$ cat config.mk
export PLATFORM = sky130hd
export DESIGN_NAME = pin_byte_packer
export DESIGN_NICKNAME = d
export VERILOG_FILES = /design/src/rtl/pin_byte_packer.sv
export SDC_FILE = /design/constraint.sdc
export NUM_CORES = 1
export LEC_CHECK = 0
export BUFFER_PORTS_ARGS = -buffer_cell sky130_fd_sc_hd__clkbuf_2
export CAP_MARGIN = 10
export CORE_MARGIN = 4
export CORE_UTILIZATION = 52
export DETAILED_ROUTE_END_ITERATION = 16
export PLACE_DENSITY_LB_ADDON = 0.1
export SETUP_SLACK_MARGIN = 0.5
export SYNTH_ARGS = -nofsm -noshare
export SYNTH_HDL_FRONTEND = slang
export SYNTH_SLANG_ARGS = --single-unit
$ cat constraint.sdc
create_clock -name clock -period 4.9 [get_ports clock]
set_input_delay 0.98 -clock clock [delete_from_list [all_inputs] [get_ports clock]]
set_output_delay 0.98 -clock clock [all_outputs]
set_load 0.005 [all_outputs]
$ cat src/rtl/pin_byte_packer.sv
// Packs consecutive pin-side bytes into little-endian words and queues them in a
// small registered FIFO toward the FFT, carrying frame end and flagging short frames.
module pin_byte_packer #(
  parameter int unsigned BYTES_PER_WORD = 4,
  parameter int unsigned FIFO_DEPTH     = 2
) (
  input  logic                        clock,
  input  logic                        reset,
  input  logic                        in_valid,
  output logic                        in_ready,
  input  logic [7:0]                  in_data,
  input  logic                        in_last,
  output logic                        out_valid,
  input  logic                        out_ready,
  output logic [8*BYTES_PER_WORD-1:0] out_data,
  output logic                        out_last,
  output logic                        short_frame
);

  localparam int unsigned WORD_W = 8 * BYTES_PER_WORD;
  localparam int unsigned ENT_W  = WORD_W + 1;
  localparam int unsigned IDX_W  = $clog2(BYTES_PER_WORD);
  localparam int unsigned CNT_W  = $clog2(FIFO_DEPTH + 1);
  localparam logic [IDX_W-1:0] IDX_MAX  = IDX_W'(BYTES_PER_WORD - 1);
  localparam logic [CNT_W-1:0] CNT_FULL = CNT_W'(FIFO_DEPTH);

  logic [IDX_W-1:0]  idx_q, idx_n;
  logic [WORD_W-1:0] asm_q, asm_n;
  logic [CNT_W-1:0]  cnt_q, cnt_n;
  logic [ENT_W-1:0]  mem_q [FIFO_DEPTH];
  logic [ENT_W-1:0]  mem_n [FIFO_DEPTH];
  logic              valid_q, full_q, short_q, short_n;

  logic              accept, push, pop;
  logic [WORD_W-1:0] word_c;
  logic [CNT_W-1:0]  wpos;

  // Readiness depends only on registered fullness, held low through reset.
  assign in_ready    = ~reset & ~full_q;
  assign out_valid   = valid_q;
  assign out_data    = mem_q[0][WORD_W-1:0];
  assign out_last    = mem_q[0][WORD_W];
  assign short_frame = short_q;

  always_comb begin
    idx_n   = idx_q;
    asm_n   = asm_q;
    mem_n   = mem_q;
    cnt_n   = cnt_q;
    short_n = short_q;
    word_c  = asm_q;

    accept = in_valid & in_ready;
    pop    = valid_q & out_ready;

    // Merge the incoming byte into its slot; unwritten upper slots stay zero.
    for (int unsigned k = 0; k < BYTES_PER_WORD; k++) begin
      if (idx_q == IDX_W'(k)) word_c[8*k +: 8] = in_data;
    end

    push = accept & (in_last | (idx_q == IDX_MAX));

    if (accept) begin
      if (push) begin
        idx_n = '0;
        asm_n = '0;
      end else begin
        idx_n = idx_q + IDX_W'(1);
        asm_n = word_c;
      end
      if (in_last && (idx_q != IDX_MAX)) short_n = 1'b1;
    end

    // Shift-register FIFO: slot 0 is always the head, so outputs come straight off flops.
    if (pop) begin
      for (int unsigned i = 0; i + 1 < FIFO_DEPTH; i++) mem_n[i] = mem_q[i+1];
    end

    wpos = cnt_q - CNT_W'(pop);
    if (push) begin
      for (int unsigned i = 0; i < FIFO_DEPTH; i++) begin
        if (wpos == CNT_W'(i)) mem_n[i] = {in_last, word_c};
      end
    end

    cnt_n = cnt_q + CNT_W'(push) - CNT_W'(pop);
  end

  always_ff @(posedge clock or posedge reset) begin
    if (reset) begin
      idx_q   <= '0;
      asm_q   <= '0;
      cnt_q   <= '0;
      valid_q <= 1'b0;
      full_q  <= 1'b0;
      short_q <= 1'b0;
      for (int unsigned i = 0; i < FIFO_DEPTH; i++) mem_q[i] <= '0;
    end else begin
      idx_q   <= idx_n;
      asm_q   <= asm_n;
      cnt_q   <= cnt_n;
      valid_q <= (cnt_n != '0);
      full_q  <= (cnt_n == CNT_FULL);
      short_q <= short_n;
      for (int unsigned i = 0; i < FIFO_DEPTH; i++) mem_q[i] <= mem_n[i];
    end
  end

endmodule

==> out/qor.yml, run 1 <==
critical_path:
  crit_fanout: 29
  r2r-start: "idx_q[0]$_DFFE_PP0P_"
  cp.arrival_ps: 3190
  critPathTopFamily: "simple AND/OR/NAND/NOR gates"
  worstSetupPathType: "in2reg"
  critPathSlowestCell: "nor2_1"
  path_cells: "clkbuf_2 > or3b_1 > buf_4 > nor2_1 > inv_1 > ha_1 > inv_1 > ha_1 > xor2_1 > xnor2_1 > nand2b_1"
  start_kind: "input pin"
  critPathLaunch: "reset"
  endpoint_kind: "flop"
  cp.required_ps: 5140
  worst-path-buf-inv: 4
  slowest_delay_ps: 430
power_and_ir_drop:
  p_comb_frac: 0.330
  p_switching_mw: 0.900
  power_frac_clock: 0.188
  pwr-share-seq: 0.482
  power.leakage_nw: 2.54
  swShare: 0.329
  vdd_ir_drop_max_mv: 0.290
  p_per_area_nw_per_um2: 521
  intPower_mw: 1.83
timing:
  fin_skew_ps: 9.69
  hold_violations: 0
  fin_crit_ps: 2950
  finalSetupTns_ps: 0
  fmax_ghz: 0.339
  tightest_slew_ps: 867
  rsz0062_at_grt: "no"
  post-route-period-util: 0.603
  relSlewSlack: 0.421
  slew_violations: 0
  setup_viol: 0
job:
  cap_viol_max_count: 0
die:
  coreArea_sq_um: 9240
  die_area_sq_um: 11100
  die_width_um: 105
  start_util: 0.534
  ioPinCount: 49
  die_y_um: 105
  rows: 35
clocking:
  cts_max_path_buffers: 2
  cts_setup_buffers: 0
  clock_sink_count: 105
  clk_pin_slew_ps: 90
  cts_buffers: 9
  ctsResizeCount: 0
  clockRootBuffer: "clkbuf_8"
  htree_levels: 3
  clk-insertion-delay-late_ps: 350
  cts_tree: "done"
  ctsHoldBuffers: 0
global_route:
  grt_max_degree: 73
  grt_pass1_vias: 2994
  grt_overflow: 0
  grt-busiest-layer: "met2"
  grt_use_met2: 0.284
  globalRouteMet3Util: 0.0349
  use_met1: 0.235
  antenna_found_initial: 0
  grt.total_usage: 0.173
  grt_pass1_wl_um: 15300
logic_synthesis:
  yosys_register_bits: 105
  syn_area_per_cell_sq_um: 12.3
  synth_ff_type: "dfrtp_1"
  synth_top_area_share: 0.533
  synth_top_area_cell: "dfrtp_1"
  synth_area_sq_um: 4930
  yosysUniqueCellTypes: 23
  ys_async_sr_fraction: 1.00
  ys_warn_count: 0
  syn_nets: 421
  yosys-top-cells-area: "dfrtp_1 53%, mux2i_1 19%, mux2_2 6.6%"
  syn_inst: 401
  yosys-top-cells-count: "105 x dfrtp_1, 96 x mux2i_1, 35 x buf_4"
  yosysMostFrequentCell: "dfrtp_1"
  synth-edff-count: 0
  ys_seq_area_frac: 0.533
placed_design:
  port_buffers: 48
  place.gp.congestion: 0.694
  dp_hpwl_um: 6020
  place_area_sq_um: 5060
finish:
  area_growth_pct: 6.39
  finalInstanceArea_sq_um: 5250
  nets: 438
  antenna_cells: 0
  layout-drive-gt1-share: 0.242
drt:
  drt_iter0_drc: 113
  ant_nets: 0
  wl_per_cell_um: 16.2
  route.detailed.drc: 0
  firstDrtPassIters: 4
  routed_via_density: 5.07
  route.vias.total: 2789
  routed_wl_um: 8880
run_status:
  status: "complete, no violations"
hold_path:
  min_path_type: "reg2reg"
  min_from: "asm_q[18]$_DFFE_PP0P_"
worst reg2reg max path: stages, from the launching register on:
cell and delay, ps:
dfrtp_1 420, ha_1 460, nor2_1 240, nor2_1 460, inv_1 100, ha_1 290
inv_1 40, ha_1 170, xor2_1 150, xnor2_1 230, nand2b_1 90
kinds of logic (layout without fill, tap and decap cells):
group | after synthesis | in the layout | synth area share
buffers and inverters | 84 | 104 | 0.0939
XOR/XNOR | 3 | 3 | 0.00533
flip-flops | 105 | 105 | 0.533
AND/OR/NAND/NOR | 44 | 44 | 0.0469
multiplexers | 131 | 131 | 0.275
AO/OA/AOI/OAI | 27 | 27 | 0.0284
adder cells (fa/ha/maj) | 7 | 7 | 0.0178
flip-flops by register name (all words and copies together), names as in the netlist:
| signal | flops |
|---|---|
| asm_q | 32 |
| out_valid | 1 |
| short_frame | 1 |
| full_q | 1 |
| cnt_q | 2 |
| out_data | 32 |
| out_last | 1 |
| idx_q | 2 |
| mem_q | 33 |
power by group through the flow:
stage | Combinational (mW) | Sequential, mW | Clock (mW)
after floorplan | 0.798 | 1.30 | 0
after CTS | 0.926 | 1.32 | 0.531
after global placement | 0.894 | 1.33 | 0
final | 0.902 | 1.32 | 0.514
after detailed placement | 0.921 | 1.34 | 0
after global routing | 1.03 | 1.36 | 0.566
placed cells by master, fill, tap and decap left out, drive strengths merged, types with 7 or more instances in the layout:
| master | instances |
|---|---|
| buf | 8 |
| clkbuf | 59 |
| dfrtp | 105 |
| ha | 7 |
| inv | 34 |
| mux2 | 35 |
| mux2i | 96 |
| nand2 | 27 |
| nor2b | 8 |
| o21ai | 26 |
metrics by stage:
stage / total power [mW] / hold WS (ps) / setup WS, ps / cells / utilization
after floorplan: 2.10 / 449 / 1160 / 401 / -
after global placement: 2.22 / 453 / 1610 / 536 / 0.548
after detailed placement: 2.26 / 470 / 1550 / 536 / 0.548
after CTS: 2.78 / 491 / 1920 / 550 / 0.568
after global routing: 2.95 / 503 / 1760 / 550 / 0.568
final: 2.73 / 486 / 1950 / 550 / 0.568
final timing paths:
kind	to	slack [ps]	depth (start not counted)
worst max-delay path	out_valid$_DFF_PP0_	1950	11
worst min-delay path	asm_q[18]$_DFFE_PP0P_	490	2
worst max register to register	out_valid$_DFF_PP0_	2150	10
worst min register to register	asm_q[18]$_DFFE_PP0P_	490	2
max in group asynchronous	asm_q[9]$_DFFE_PP0P_	3100	3
min in group asynchronous	out_data[23]$_DFF_PP0_	830	2
metal layers:
metal,up-vias,routed length (um),share of wire
met3,12,273,0.031
met4,0,152,0.017
met2,43,4240,0.48
met1,1390,4220,0.48
met5,-,0,0
li1,1344,-,-
layout make-up:
type                       count  area [sq um]
fill                         819          3990
sequential                   105          2630
multi-input combinational    212          1840
timing repair buffer          56           300
tap                          129           161
clock buffer                  11           141
inverter                      34           130
clock inverter                 3          42.5
Note: power is estimated with default switching activity, not from simulation.
==> inputs of run 2 (changes only) <==
ABC_AREA = 1   (was default)
clock period = 2.8 ns   (was 4.9 ns; I/O delays follow)
==> out/qor.yml, run 2 <==
drt:
  route.vias.total: 4019
  drt_iter0_drc: 252
  route.detailed.drc: 0
  routed_via_density: 4.91
  wl_per_cell_um: 13.5
  firstDrtPassIters: 5
  routed_wl_um: 11000
  ant_nets: 0
die:
  die_y_um: 108
  die_area_sq_um: 11600
  rows: 36
  start_util: 0.533
  die_width_um: 108
  ioPinCount: 49
  coreArea_sq_um: 9730
global_route:
  grt_overflow: 0
  antenna_found_initial: 0
  grt-busiest-layer: "met2"
  grt_pass1_wl_um: 18900
  globalRouteMet3Util: 0.0342
  grt_use_met2: 0.328
  grt_pass1_vias: 3870
  grt.total_usage: 0.208
  use_met1: 0.288
  grt_max_degree: 69
logic_synthesis:
  synth_top_area_cell: "dfrtp_1"
  yosys-top-cells-count: "322 x nand2_1, 105 x dfrtp_1, 67 x nand3_1"
  syn_nets: 695
  ys_warn_count: 0
  ys_async_sr_fraction: 1.00
  yosysUniqueCellTypes: 20
  yosys-top-cells-area: "dfrtp_1 51%, nand2_1 23%, nand3_1 6.5%"
  synth_top_area_share: 0.506
  yosys_register_bits: 105
  syn_area_per_cell_sq_um: 7.69
  synth-edff-count: 0
  ys_seq_area_frac: 0.506
  synth_area_sq_um: 5190
  yosysMostFrequentCell: "nand2_1"
  synth_ff_type: "dfrtp_1"
  syn_inst: 675
timing:
  fmax_ghz: 0.495
  slew_violations: 0
  finalSetupTns_ps: 0
  fin_crit_ps: 2020
  setup_viol: 0
  fin_skew_ps: 8.74
  hold_violations: 0
  post-route-period-util: 0.722
  tightest_slew_ps: 784
  relSlewSlack: 0.476
  finalWorstSetupSlack_ps: 779
  rsz0062_at_grt: "no"
clocking:
  cts_tree: "done"
  clockRootBuffer: "clkbuf_8"
  htree_levels: 3
  ctsHoldBuffers: 0
  cts_max_path_buffers: 2
  cts_buffers: 9
  clk_pin_slew_ps: 100
  clock_sink_count: 105
  clk-insertion-delay-late_ps: 380
critical_path:
  crit_fanout: 10
  worstRegToRegCells: 11
  worstSetupPathType: "reg2reg"
  start_kind: "flop"
  cp.arrival_ps: 2300
  cp.required_ps: 3080
  endpoint_kind: "flop"
finish:
  layout-drive-gt1-share: 0.124
  final_common_cell: "nand2_1"
  layout_common_cells: "322 x nand2_1, 105 x dfrtp_1, 67 x nand3_1, 48 x o21ai_0, 48 x clkbuf_2"
  antenna_cells: 0
  area_growth_pct: 6.00
  largest_reg_flops: 33
  largest_register: "mem_q"
  nets: 702
placed_design:
  port_buffers: 48
  preCtsSetupSlack_ps: 598
  dp_hpwl_um: 7460
  place.gp.congestion: 0.769
job:
  cap_viol_max_count: 0
power_and_ir_drop:
  vdd_ir_drop_max_mv: 0.456
  power.leakage_nw: 3.07
  p_per_area_nw_per_um2: 958
hold_path:
  min_path_type: "in2async"
run_status:
  status: "complete, no violations"
[run 2: worst max-delay path, cell delays in order (launching register included)]
cell and delay [ps]:
dfrtp_1 410, ha_2 270, nor2_4 170, nor2_4 60
inv_2 140, ha_1 250, inv_1 50, ha_1 180
xor2_1 160, nand2_1 60, nand2_1 100, nand2_1 60
[run 2: final timing paths]
| check | to | from | slack (ps) |
|---|---|---|---|
| worst max-delay path | out_valid$_DFF_PP0_ | idx_q[0]$_DFFE_PP0P_ | 780 |
| worst min-delay path | full_q$_DFF_PP0_ | reset | 210 |
| worst max register to register | out_valid$_DFF_PP0_ | idx_q[0]$_DFFE_PP0P_ | 780 |
| worst min register to register | asm_q[26]$_DFFE_PP0P_ | asm_q[26]$_DFFE_PP0P_ | 470 |
| max in group asynchronous | out_data[21]$_DFF_PP0_ | reset | 1900 |
| min in group clock | asm_q[26]$_DFFE_PP0P_ | asm_q[26]$_DFFE_PP0P_ | 470 |
[run 2: kinds of logic (layout without fill, tap and decap cells)]
group / count (synthesis) / count (layout) / synth area share
compound gates: 51 / 51 / 0.0497
flops: 105 / 105 / 0.506
simple gates: 398 / 398 / 0.310
buf+inv: 112 / 123 / 0.114
xor+xnor: 2 / 2 / 0.00338
fa+ha+maj: 7 / 7 / 0.0169
[run 2: final cells by class]
type                       count  area [sq um]
clock buffer                  13           159
tap                          133           166
multi-input combinational    458          1980
fill                         982          4230
clock inverter                 2          37.5
inverter                      47           180
timing repair buffer          61           354
sequential                   105          2630
[run 2: repair_timing]
action	CTS	global route
setup endpoints to repair	0	68
resized for setup	0	2
buffers inserted	0	0
[run 2: where the power goes]
part           internal [mW]  total [mW]  leakage [nW]  switching, mW
Clock                  0.459       0.960        0.0957          0.501
Sequential              2.07        2.33          1.39          0.263
Combinational          0.681        1.98          1.58           1.30
[run 2: through the flow]
stage                     utilization  hold WS (ps)  instances  area [sq um]  power [mW]
after CTS                       0.565           219        819          5490        5.32
after global placement          0.544           450        804          5300        4.28
after detailed placement        0.544           453        804          5300        4.36
after global routing            0.565           243        819          5500        5.76
after floorplan                     -           436        675          5190        3.97
final                           0.565           214        819          5500        5.27
[run 2: layer usage]
metal,wire length (um),vias to the layer above
met4,217,0
met2,5130,76
met3,506,14
li1,-,2067
met1,5190,1862
met5,0,-
